[src/rtl/dac_spi_tx.sv]
// Sample FIFO feeding a 16-bit SPI DAC word transmitter ({CFG_BITS, sample}, mode 0, MSB first).
// Optional explicit LDAC latch pulse after each frame: define DAC_LDAC_SYNC_EN.
module dac_spi_tx #(
  parameter int unsigned CLK_DIV  = 2,
  parameter logic [3:0]  CFG_BITS = 4'b0011
) (
  input  logic        clkin,
  input  logic        rst_n,
  input  logic [11:0] sample_in,
  input  logic        sample_valid,
  input  logic        vsync_in,
  output logic        sample_ready,
  output logic        dac_cs_n,
  output logic        dac_sclk,
  output logic        dac_mosi,
  output logic        dac_ldac_n,
  output logic        frame_sync,
  output logic        overflow
);

  localparam int unsigned DW    = 12;
  localparam int unsigned EW    = DW + 1;
  localparam int unsigned DEPTH = 4;
  localparam int unsigned PW    = 2;
  localparam int unsigned CW    = 3;
  localparam int unsigned TW    = 9;
  localparam int unsigned HW    = 5;
  localparam int unsigned SW    = 16;

  typedef enum logic [2:0] {IDLE, LOAD, SHIFT, DESEL, LDAC} state_e;

  logic [EW-1:0] mem_q [DEPTH];
  logic [PW-1:0] wr_ptr_q, rd_ptr_q;
  logic [CW-1:0] count_q, count_d;
  logic          sample_ready_q, overflow_q;
  logic          push_c, pop_c, full_c, empty_c;
  logic [EW-1:0] head_c;

  state_e        state_q;
  logic [TW-1:0] div_q;
  logic [HW-1:0] half_q;
  logic [SW-1:0] shreg_q;
  logic          cs_n_q, sclk_q, mosi_q, ldac_n_q, frame_sync_q;

  // FIFO control: writes are gated by the pre-pop full state
  always_comb begin
    full_c  = (count_q == CW'(DEPTH));
    empty_c = (count_q == '0);
    push_c  = sample_valid && !full_c;
    pop_c   = (state_q == IDLE) && !empty_c;
    count_d = count_q + CW'(push_c) - CW'(pop_c);
    head_c  = mem_q[rd_ptr_q];
  end

  always_ff @(posedge clkin) begin
    if (push_c) mem_q[wr_ptr_q] <= {vsync_in, sample_in};
  end

  always_ff @(posedge clkin or negedge rst_n) begin
    if (!rst_n) begin
      wr_ptr_q       <= '0;
      rd_ptr_q       <= '0;
      count_q        <= '0;
      sample_ready_q <= 1'b1;
      overflow_q     <= 1'b0;
    end else begin
      if (push_c) wr_ptr_q <= wr_ptr_q + PW'(1);
      if (pop_c)  rd_ptr_q <= rd_ptr_q + PW'(1);
      count_q        <= count_d;
      sample_ready_q <= (count_d != CW'(DEPTH));
      if (sample_valid && full_c) overflow_q <= 1'b1;
    end
  end

  // Frame sequencer; the pop edge is the cs_n falling edge, LOAD is the first SCLK-low cycle
  always_ff @(posedge clkin or negedge rst_n) begin
    if (!rst_n) begin
      state_q      <= IDLE;
      div_q        <= '0;
      half_q       <= '0;
      shreg_q      <= '0;
      cs_n_q       <= 1'b1;
      sclk_q       <= 1'b0;
      mosi_q       <= 1'b0;
      ldac_n_q     <= 1'b1;
      frame_sync_q <= 1'b0;
    end else begin
      frame_sync_q <= 1'b0;
`ifndef DAC_LDAC_SYNC_EN
      ldac_n_q     <= 1'b0;
`endif
      case (state_q)
        IDLE: begin
          if (!empty_c) begin
            state_q      <= LOAD;
            shreg_q      <= {CFG_BITS, head_c[DW-1:0]};
            mosi_q       <= CFG_BITS[3];
            cs_n_q       <= 1'b0;
            frame_sync_q <= head_c[DW];
            div_q        <= '0;
            half_q       <= '0;
          end
        end
        LOAD, SHIFT: begin
          state_q <= SHIFT;
          if (div_q == TW'(CLK_DIV - 1)) begin
            div_q <= '0;
            if (half_q == HW'(31)) begin
              state_q <= DESEL;
              cs_n_q  <= 1'b1;
              sclk_q  <= 1'b0;
              mosi_q  <= 1'b0;
            end else begin
              half_q <= half_q + HW'(1);
              sclk_q <= ~sclk_q;
              if (sclk_q) begin
                shreg_q <= {shreg_q[SW-2:0], 1'b0};
                mosi_q  <= shreg_q[SW-2];
              end
            end
          end else begin
            div_q <= div_q + TW'(1);
          end
        end
        DESEL: begin
          if (div_q == TW'(2 * CLK_DIV - 1)) begin
            div_q <= '0;
`ifdef DAC_LDAC_SYNC_EN
            state_q  <= LDAC;
            ldac_n_q <= 1'b0;
`else
            state_q  <= IDLE;
`endif
          end else begin
            div_q <= div_q + TW'(1);
          end
        end
        LDAC: begin
          if (div_q == TW'(CLK_DIV - 1)) begin
            div_q    <= '0;
            ldac_n_q <= 1'b1;
            state_q  <= IDLE;
          end else begin
            div_q <= div_q + TW'(1);
          end
        end
        default: state_q <= IDLE;
      endcase
    end
  end

  assign sample_ready = sample_ready_q;
  assign overflow     = overflow_q;
  assign dac_cs_n     = cs_n_q;
  assign dac_sclk     = sclk_q;
  assign dac_mosi     = mosi_q;
  assign dac_ldac_n   = ldac_n_q;
  assign frame_sync   = frame_sync_q;

endmodule

[config.mk]
export PLATFORM = sky130hd
export DESIGN_NAME = dac_spi_tx
export DESIGN_NICKNAME = d
export VERILOG_FILES = /design/src/rtl/dac_spi_tx.sv
export SDC_FILE = /design/constraint.sdc
export NUM_CORES = 1
export LEC_CHECK = 0
export BUFFER_PORTS_ARGS = -buffer_cell sky130_fd_sc_hd__buf_2
export CAP_MARGIN = 25
export CORE_UTILIZATION = 30
export CTS_CLUSTER_SIZE = 16
export DETAILED_ROUTE_END_ITERATION = 10
export HOLD_SLACK_MARGIN = 0.08
export PLACE_DENSITY = 0.47
export SLEW_MARGIN = 20
export SYNTH_ARGS = -nofsm -noshare
export SYNTH_HDL_FRONTEND = slang
export SYNTH_SLANG_ARGS = --single-unit
[constraint.sdc]
create_clock -name clkin -period 2.65 [get_ports clkin]
set_clock_uncertainty 0.15 [all_clocks]
set_input_delay 0 -clock clkin [delete_from_list [all_inputs] [get_ports clkin]]
set_output_delay 0 -clock clkin [all_outputs]
set_load 0.02 [all_outputs]
==> impl_results.html, run 1 <==
<table>
<tr><th>Metric</th><th>Value</th></tr>
<tr><th colspan="2">Finish</th></tr>
<tr><td>Number of antenna diodes</td><td>0</td></tr>
<tr><td>Area grow syn2layout</td><td>21.2%</td></tr>
<tr><td>Final standard cell utilization of the core</td><td>0.374</td></tr>
<tr><td>Fin nets</td><td>378</td></tr>
<tr><td>Layout cells sized above 1</td><td>0.261</td></tr>
<tr><th colspan="2">Floorplanning</th></tr>
<tr><td>I/O pin total</td><td>23</td></tr>
<tr><td>Chip width</td><td>122 um</td></tr>
<tr><td>Starting utilization of the core area</td><td>0.308</td></tr>
<tr><td>Vertical die dimension</td><td>122 um</td></tr>
<tr><td>Core area</td><td>13900 um2</td></tr>
<tr><td>Die Area</td><td>14800 um2</td></tr>
<tr><td>Std cell rows</td><td>43</td></tr>
<tr><th colspan="2">Synthesis</th></tr>
<tr><td>Post-Syn Instances</td><td>292</td></tr>
<tr><td>Synth async-reset ratio</td><td>0.464</td></tr>
<tr><td>Syn Std Cell Area</td><td>4300 um2</td></tr>
<tr><td>Number of enable flip-flop cells after synthesis</td><td>52</td></tr>
<tr><td>Count of state elements after synthesis</td><td>97</td></tr>
<tr><td>Adder-cell share of the synthesized area</td><td>0.0425</td></tr>
<tr><td>Cell types occupying the most area after synthesis</td><td>edfxtp_1, dfrtp_1, mux4_2</td></tr>
<tr><td>Syn_area_per_cell</td><td>14.7 um2</td></tr>
<tr><td>Post-synthesis net count</td><td>322</td></tr>
<tr><td>Share of the yosys chip area belonging to registers</td><td>0.626</td></tr>
<tr><td>Multiplexer fraction of the synthesized cell area</td><td>0.0801</td></tr>
<tr><td>Prevailing post-synth register cell</td><td>edfxtp_1</td></tr>
<tr><td>Dominant combinational cell family by area after synthesis</td><td>compound AO/OA/AOI/OAI gates</td></tr>
<tr><td>Compound-Gate Fraction of Synth Area</td><td>0.112</td></tr>
<tr><td>Parity-gate share of the synthesized area counting xor and xnor cells</td><td>0.0102</td></tr>
<tr><td>Synthesis Warnings</td><td>0</td></tr>
<tr><td>Largest area contributor in the netlist</td><td>edfxtp_1</td></tr>
<tr><td>Share of Yosys cell area claimed by the top area cell type</td><td>0.363</td></tr>
<tr><td>Synth unique cells</td><td>53</td></tr>
<tr><td>Post-synthesis simple-gate area fraction</td><td>0.0967</td></tr>
<tr><th colspan="2">Critical path</th></tr>
<tr><td>Worst setup path class</td><td>reg -&gt; reg</td></tr>
<tr><td>Crit Path Max Fanout</td><td>3</td></tr>
<tr><td>Worst EP required</td><td>2770 ps</td></tr>
<tr><td>Worst reg2reg path startpoint</td><td>state_q[0]$_DFFE_PN0P_</td></tr>
<tr><td>Top cell family by delay on the critical path</td><td>adder cells</td></tr>
<tr><td>Count of buffering cells on the critical path with inverters included</td><td>4</td></tr>
<tr><td>Startpoint type of the worst setup path</td><td>register</td></tr>
<tr><td>Most common cell type on the critical path</td><td>inv_1</td></tr>
<tr><td>Highest-delay cell along the critical path</td><td>dfrtp_1</td></tr>
<tr><td>Chain of cells forming the critical path</td><td>inv_1 -&gt; ha_1 -&gt; o31ai_2 -&gt; inv_1 -&gt; ha_1 -&gt; inv_1 -&gt; ha_1 -&gt; inv_1 -&gt; fa_1 -&gt; xnor2_1 -&gt; xnor2_1 -&gt; nand3b_1</td></tr>
<tr><td>Largest stage delay, worst path</td><td>380 ps</td></tr>
<tr><td>Worst Setup SP</td><td>state_q[0]$_DFFE_PN0P_</td></tr>
<tr><td>Endpoint arrival time on the critical path</td><td>2540 ps</td></tr>
<tr><td>Critical Path End Type</td><td>register</td></tr>
<tr><th colspan="2">GRT</th></tr>
<tr><td>Combined global-route utilization of all metal layers</td><td>0.130</td></tr>
<tr><td>Via count of the first global-routing pass</td><td>2698</td></tr>
<tr><td>Overflow after GRT</td><td>0</td></tr>
<tr><td>Global-route wire length before repair</td><td>14300 um</td></tr>
<tr><td>Antenna violations before repair</td><td>0</td></tr>
<tr><td>Pin count of the biggest net entering global routing</td><td>23</td></tr>
<tr><th colspan="2">Clock tree</th></tr>
<tr><td>Clk sinks</td><td>97</td></tr>
<tr><td>Root Driver</td><td>clkbuf_16</td></tr>
<tr><td>Clock Pin Slew Worst Setup and Hold Paths</td><td>70 ps</td></tr>
<tr><td>Insertion delay to the later sink of the worst-skew pair</td><td>350 ps</td></tr>
<tr><td>Gates resized, CTS repair</td><td>0</td></tr>
<tr><td>TritonCTS clock tree</td><td>yes</td></tr>
<tr><td>CTS buffer count</td><td>9</td></tr>
<tr><td>Max clock buf depth</td><td>2</td></tr>
<tr><td>H-Tree Level Count</td><td>3</td></tr>
<tr><th colspan="2">Status</th></tr>
<tr><td>Result of the run</td><td>completed</td></tr>
<tr><th colspan="2">Flow run</th></tr>
<tr><td>Max-Cap Viols</td><td>0</td></tr>
<tr><th colspan="2">Routing</th></tr>
<tr><td>Iteration count of the initial detailed-routing pass</td><td>4</td></tr>
<tr><td>WL/cell</td><td>15.7 um</td></tr>
<tr><td>Avg Vias per Cell</td><td>4.82</td></tr>
<tr><td># DRC</td><td>0</td></tr>
<tr><td>Final wirelength</td><td>8390 um</td></tr>
<tr><td>Routed vias</td><td>2569</td></tr>
<tr><td>Drt initial violations</td><td>134</td></tr>
<tr><td>Antenna viol nets, final</td><td>0</td></tr>
<tr><th colspan="2">Timing</th></tr>
<tr><td>Hold violation count in the final report</td><td>0</td></tr>
<tr><td>Final setup viols</td><td>0</td></tr>
<tr><td>Final period utilization</td><td>0.913</td></tr>
<tr><td>Final critical delay including setup and external delays</td><td>2420 ps</td></tr>
<tr><td>Final slew viol count</td><td>0</td></tr>
<tr><td>Slew of the pin with the lowest slew margin</td><td>843 ps</td></tr>
<tr><td>Unrepaired setup endpoints after global routing</td><td>no</td></tr>
<tr><td>Worst slack on hold paths</td><td>255 ps</td></tr>
<tr><td>Worst slew margin relative to its limit</td><td>0.436</td></tr>
<tr><td>Setup TNS</td><td>0 ps</td></tr>
<tr><td>Highest clock frequency the design can meet</td><td>0.413 GHz</td></tr>
<tr><th colspan="2">Place</th></tr>
<tr><td>Number of port buffers</td><td>22</td></tr>
<tr><td>Detailed placement HPWL</td><td>5380 um</td></tr>
<tr><td>Final estimated routing congestion in global placement</td><td>0.773</td></tr>
<tr><th colspan="2">Worst hold path</th></tr>
<tr><td>Class of the tightest hold or removal check</td><td>in -&gt; reg</td></tr>
<tr><td>Origin of the worst min-delay path</td><td>sample_in[8]</td></tr>
<tr><th colspan="2">Power and ir drop</th></tr>
<tr><td>Leakage power figure</td><td>2.01 nW</td></tr>
<tr><td>P per Cell Area</td><td>1130 nW/um2</td></tr>
<tr><td>Worst vdd ir</td><td>0.527 mV</td></tr>
</table>
==> registers in the layout, indices dropped and copies added (netlist names) <==
name / count
frame_sync: 1
dac_cs_n: 1
state_q: 2
mem_q: 52
sample_ready: 1
dac_mosi: 1
wr_ptr_q: 2
div_q: 9
overflow: 1
half_q: 5
shreg_q: 15
count_q: 3
rd_ptr_q: 2
dac_ldac_n: 1
dac_sclk: 1
==> Yosys cell counts (all sizes together), types with 2 or more instances <==
cell	instances
clkbuf	4
xnor2	5
a31oi	6
dfrtp	42
or4	3
buf	7
ha	13
o22ai	2
or3	6
or2	11
nor3	4
edfxtp	52
a21o	6
nor4	2
dfstp	3
o22a	2
nor2b	2
o2bb2ai	2
nor2	8
nand2b	2
and2	5
or4b	2
o31ai	4
inv	19
o221a	11
mux2i	4
a41oi	2
nand2	16
a31o	4
o21ai	9
a221oi	5
nand3	3
a21oi	2
mux4	13
==> cells in the final DEF (no fill, tap or decap), types with 6 or more instances in the layout <==
cell type / netlist / final
buf_2: 5 / 22
inv_1: 19 / 19
nand2_1: 16 / 16
clkbuf_16: 0 / 9
or2_2: 9 / 9
mux4_2: 13 / 13
dfrtp_1: 42 / 42
or3_1: 6 / 6
nor2_1: 8 / 8
edfxtp_1: 52 / 52
dlygate4sd3_1: 0 / 17
a31oi_1: 6 / 6
ha_1: 13 / 13
o221a_1: 11 / 11
a21o_1: 6 / 6
buf_4: 0 / 15
==> per-stage QoR <==
| stage | instance area, um2 | power (mW) | setup slack (ps) | instances |
|---|---|---|---|---|
| global route | 5210 | 6.34 | 23.8 | 533 |
| CTS | 5210 | 6.02 | 224 | 533 |
| global placement | 4700 | 4.59 | 281 | 499 |
| detailed placement | 4730 | 4.60 | 244 | 500 |
| finish | 5210 | 5.90 | 230 | 533 |
| floorplan | 4300 | 3.92 | 166 | 292 |
==> where the power goes <==
part	switching, mW	internal, mW	leakage [nW]
Combinational	1.17	1.09	0.836
Sequential	0.248	2.03	1.02
Clock	0.600	0.756	0.152
Total	2.02	3.88	2.01
==> worst register-to-register path, delay by kind of cell (launching register included) <==
kind                     cells  cell delay, ps
AO/OA/AOI/OAI                1              80
AND/OR/NAND/NOR              1             110
adder cells (fa/ha/maj)      4            1000
buffers and inverters        4             290
XOR/XNOR                     2             330
flip-flops                   1             380
==> cells by family after synthesis <==
| group | after synthesis |
|---|---|
| other cells | 1 |
| buf+inv | 30 |
| mux | 18 |
| flops | 97 |
| simple gates | 69 |
| fa+ha+maj | 14 |
| xor+xnor | 5 |
| compound gates | 58 |
==> metal layers <==
| layer | share of wire | vias up | track usage |
|---|---|---|---|
| met1 | 0.48 | 1295 | 0.168 |
| met3 | 0.028 | 9 | 0.0370 |
| met2 | 0.48 | 36 | 0.207 |
| li1 | - | 1229 | - |
| met5 | 0 | - | 0 |
| met4 | 0.015 | 0 | 0.0502 |
==> repair_timing <==
item | 4_1_cts | 5_1_grt
buffers inserted | 0 | 0
endpoints found under the hold margin | 100 | 0
hold buffers | 17 | 0
==> layout make-up <==
type,instances,area [um2]
Timing Repair Buffer,56,440
Inverter,19,71.3
Multi-Input combinational cell,165,1470
Fill cell,1299,8730
Clock inverter,6,78.8
Clock buffer,10,229
Sequential cell,97,2690
Tap cell,180,225
==> final timing paths <==
path	to	slack [ps]	cells past startpoint
min in group asynchronous	overflow$_DFFE_PN0P_	480	3
worst max-delay path	sample_ready$_DFF_PN1_	230	12
max in group asynchronous	half_q[4]$_DFFE_PN0P_	330	4
worst min-delay path	mem_q[3][8]$_DFFE_PP_	260	2
worst max register to register	sample_ready$_DFF_PN1_	230	12
worst min register to register	overflow$_DFFE_PN0P_	330	1
Power figures use the tool's default switching activity.
==> run 2: changes to the inputs <==
- CORE_MARGIN: unset -> 2
- PLACE_DENSITY: 0.47 -> 0.45
- clock period: 2.65 -> 2.8 ns (I/O delays scaled with it)
==> impl_results.html, run 2 (synthesis gave the netlist of run 1 again) <==
<table>
<tr><th>Metric</th><th>Value</th></tr>
<tr><th colspan="2">Finish</th></tr>
<tr><td>Most frequent cells in the layout</td><td>edfxtp_1, dfrtp_1, buf_2</td></tr>
<tr><td>Final standard cell utilization of the core</td><td>0.370 (-0.00413)</td></tr>
<tr><td>Largest regs</td><td>mem_q: 52 flops, shreg_q: 15 flops, div_q: 9 flops</td></tr>
<tr><td>Register with the most flip-flops</td><td>mem_q</td></tr>
<tr><td>Area grow syn2layout</td><td>19.9%</td></tr>
<tr><td>Layout cells sized above 1</td><td>0.258 (-0.00274)</td></tr>
<tr><td>Most common cell after layout, fill and taps aside</td><td>edfxtp_1</td></tr>
<tr><td>Fillers</td><td>1316 (+1.3%)</td></tr>
<tr><td>Fin nets</td><td>375 (-0.79%)</td></tr>
<tr><td>Number of antenna diodes</td><td>0 (unchanged)</td></tr>
<tr><td>Number of flip-flops in the largest register</td><td>52 (unchanged)</td></tr>
<tr><th colspan="2">Place</th></tr>
<tr><td>Number of port buffers</td><td>22 (unchanged)</td></tr>
<tr><td>Final estimated routing congestion in global placement</td><td>0.731 (-5.5%)</td></tr>
<tr><td>Detailed placement HPWL</td><td>5420 um (+0.64%)</td></tr>
<tr><th colspan="2">Critical path</th></tr>
<tr><td>Endpoint arrival time on the critical path</td><td>2610 ps (+70 ps)</td></tr>
<tr><td>Worst setup path class</td><td>reg -&gt; reg</td></tr>
<tr><td>Crit Path Max Fanout</td><td>6 (+3)</td></tr>
<tr><td>Worst EP required</td><td>2920 ps (+150 ps)</td></tr>
<tr><td>Critical Path End Type</td><td>register</td></tr>
<tr><td>Reg-to-reg setup timing slack</td><td>310 ps (+80 ps)</td></tr>
<tr><td>Worst-case reg-to-reg path depth</td><td>11 (-1)</td></tr>
<tr><td>Startpoint type of the worst setup path</td><td>register</td></tr>
<tr><th colspan="2">Clock tree</th></tr>
<tr><td>TritonCTS clock tree</td><td>yes</td></tr>
<tr><td>H-Tree Level Count</td><td>3 (unchanged)</td></tr>
<tr><td>Gates resized, CTS repair</td><td>0 (unchanged)</td></tr>
<tr><td>Clk sinks</td><td>97 (unchanged)</td></tr>
<tr><td>CTS buffer count</td><td>9 (unchanged)</td></tr>
<tr><td>Post-CTS Setup Inserts</td><td>0 (unchanged)</td></tr>
<tr><td>Root Driver</td><td>clkbuf_16</td></tr>
<tr><td>Clock Pin Slew Worst Setup and Hold Paths</td><td>70 ps (about the same)</td></tr>
<tr><td>Max clock buf depth</td><td>2 (unchanged)</td></tr>
<tr><td>Insertion delay to the later sink of the worst-skew pair</td><td>350 ps (about the same)</td></tr>
<tr><th colspan="2">Floorplanning</th></tr>
<tr><td>Vertical die dimension</td><td>124 um (+1.6%)</td></tr>
<tr><td>I/O pin total</td><td>23 (unchanged)</td></tr>
<tr><td>Std cell rows</td><td>43 (unchanged)</td></tr>
<tr><td>Starting utilization of the core area</td><td>0.308 (unchanged)</td></tr>
<tr><td>Die Area</td><td>15300 um2 (+3.3%)</td></tr>
<tr><td>Core area</td><td>13900 um2 (unchanged)</td></tr>
<tr><td>Chip width</td><td>124 um (+1.6%)</td></tr>
<tr><th colspan="2">GRT</th></tr>
<tr><td>Combined global-route utilization of all metal layers</td><td>0.125 (-0.00521)</td></tr>
<tr><td>Pin count of the biggest net entering global routing</td><td>23 (unchanged)</td></tr>
<tr><td>Global-route wire length before repair</td><td>14100 um (-1.4%)</td></tr>
<tr><td>Via count of the first global-routing pass</td><td>2661 (-1.4%)</td></tr>
<tr><td>Antenna violations before repair</td><td>0 (unchanged)</td></tr>
<tr><td>Overflow after GRT</td><td>0 (unchanged)</td></tr>
<tr><th colspan="2">Routing</th></tr>
<tr><td># DRC</td><td>0 (unchanged)</td></tr>
<tr><td>Avg Vias per Cell</td><td>4.86 (+0.83%)</td></tr>
<tr><td>Iteration count of the initial detailed-routing pass</td><td>4 (unchanged)</td></tr>
<tr><td>Antenna viol nets, final</td><td>0 (unchanged)</td></tr>
<tr><td>Drt initial violations</td><td>162 (+21%)</td></tr>
<tr><td>Routed vias</td><td>2571 (+0.078%)</td></tr>
<tr><td>Final wirelength</td><td>8480 um (+1.1%)</td></tr>
<tr><td>WL/cell</td><td>16.0 um (+1.9%)</td></tr>
<tr><th colspan="2">Timing</th></tr>
<tr><td>Final critical delay including setup and external delays</td><td>2490 ps (+71.7 ps)</td></tr>
<tr><td>Setup TNS</td><td>0 ps (unchanged)</td></tr>
<tr><td>Slew of the pin with the lowest slew margin</td><td>702 ps (-141 ps)</td></tr>
<tr><td>Highest clock frequency the design can meet</td><td>0.401 GHz (-2.9%)</td></tr>
<tr><td>Final setup viols</td><td>0 (unchanged)</td></tr>
<tr><td>Final slew viol count</td><td>0 (unchanged)</td></tr>
<tr><td>Final period utilization</td><td>0.890 (-0.0233)</td></tr>
<tr><td>Worst slew margin relative to its limit</td><td>0.532 (+0.0961)</td></tr>
<tr><td>Unrepaired setup endpoints after global routing</td><td>no</td></tr>
<tr><td>Hold violation count in the final report</td><td>0 (unchanged)</td></tr>
<tr><th colspan="2">Power and ir drop</th></tr>
<tr><td>P per Cell Area</td><td>1070 nW/um2 (-5.6%)</td></tr>
<tr><td>Leakage power figure</td><td>1.98 nW (-1.4%)</td></tr>
<tr><td>Worst vdd ir</td><td>0.630 mV (+20%)</td></tr>
<tr><th colspan="2">Worst hold path</th></tr>
<tr><td>Class of the tightest hold or removal check</td><td>in -&gt; async</td></tr>
<tr><th colspan="2">Status</th></tr>
<tr><td>Result of the run</td><td>completed</td></tr>
<tr><th colspan="2">Flow run</th></tr>
<tr><td>Max-Cap Viols</td><td>0 (unchanged)</td></tr>
</table>
==> run 2: path summary, 6_finish.rpt <==
path / start / to
setup reg to reg: count_q[1]$_DFF_PN0_ / sample_ready$_DFF_PN1_
setup / recovery: count_q[1]$_DFF_PN0_ / sample_ready$_DFF_PN1_
max in group asynchronous: rst_n / div_q[5]$_DFFE_PN0P_
hold reg to reg: overflow$_DFFE_PN0P_ / overflow$_DFFE_PN0P_
hold / removal: rst_n / shreg_q[5]$_DFFE_PN0P_
min in group clkin: sample_in[10] / mem_q[1][10]$_DFFE_PP_
==> run 2: power breakdown <==
part / switching (mW) / total (mW) / leakage, nW / internal [mW]
Clock: 0.542 / 1.24 / 0.140 / 0.696
Sequential: 0.262 / 2.19 / 1.02 / 1.92
Combinational: 1.11 / 2.08 / 0.820 / 0.979
Total: 1.91 / 5.51 / 1.98 / 3.60
==> run 2: worst max-delay path, stage by stage, from the launching register on <==
cell,delay [ps]
dfrtp_1,510
nor2_1,110
a21boi_1,220
inv_1,70
ha_1,290
inv_1,70
ha_1,140
inv_1,50
fa_1,370
xnor2_1,140
xnor2_1,210
nand3b_1,100
==> run 2: area by class of cell <==
class / count / area [um2] / area share
clock inverter: 5 / 63.8 / 0.0124
tap: 180 / 225 / 0.0437
sequential: 97 / 2690 / 0.523
inverter: 19 / 71.3 / 0.0138
timing repair buffer: 53 / 398 / 0.0773
clock buffer: 10 / 229 / 0.0445
multi-input combinational: 165 / 1470 / 0.286
==> run 2: timing repair <==
item,4_1_cts,5_1_grt
endpoints found under the hold margin,100,0
hold buffers,16,0
setup endpoints to repair,0,0
==> run 2: stage by stage <==
step / instance area, um2 / hold slack, ps / cells / total power, mW / setup WS, ps
floorplan: 4300 / -446 / 292 / 3.71 / 316
global placement: 4670 / 63.1 / 497 / 4.29 / 351
detailed placement: 4700 / -93.9 / 498 / 4.32 / 290
CTS: 5150 / 127 / 529 / 5.61 / 269
global route: 5150 / 137 / 529 / 5.89 / 128
finish: 5150 / 121 / 529 / 5.51 / 308
==> run 2: metal layers <==
layer,GRT usage,part of all wire
met2,0.192,0.47
met4,0.0625,0.026
met1,0.161,0.47
met3,0.0385,0.036
met5,0,0
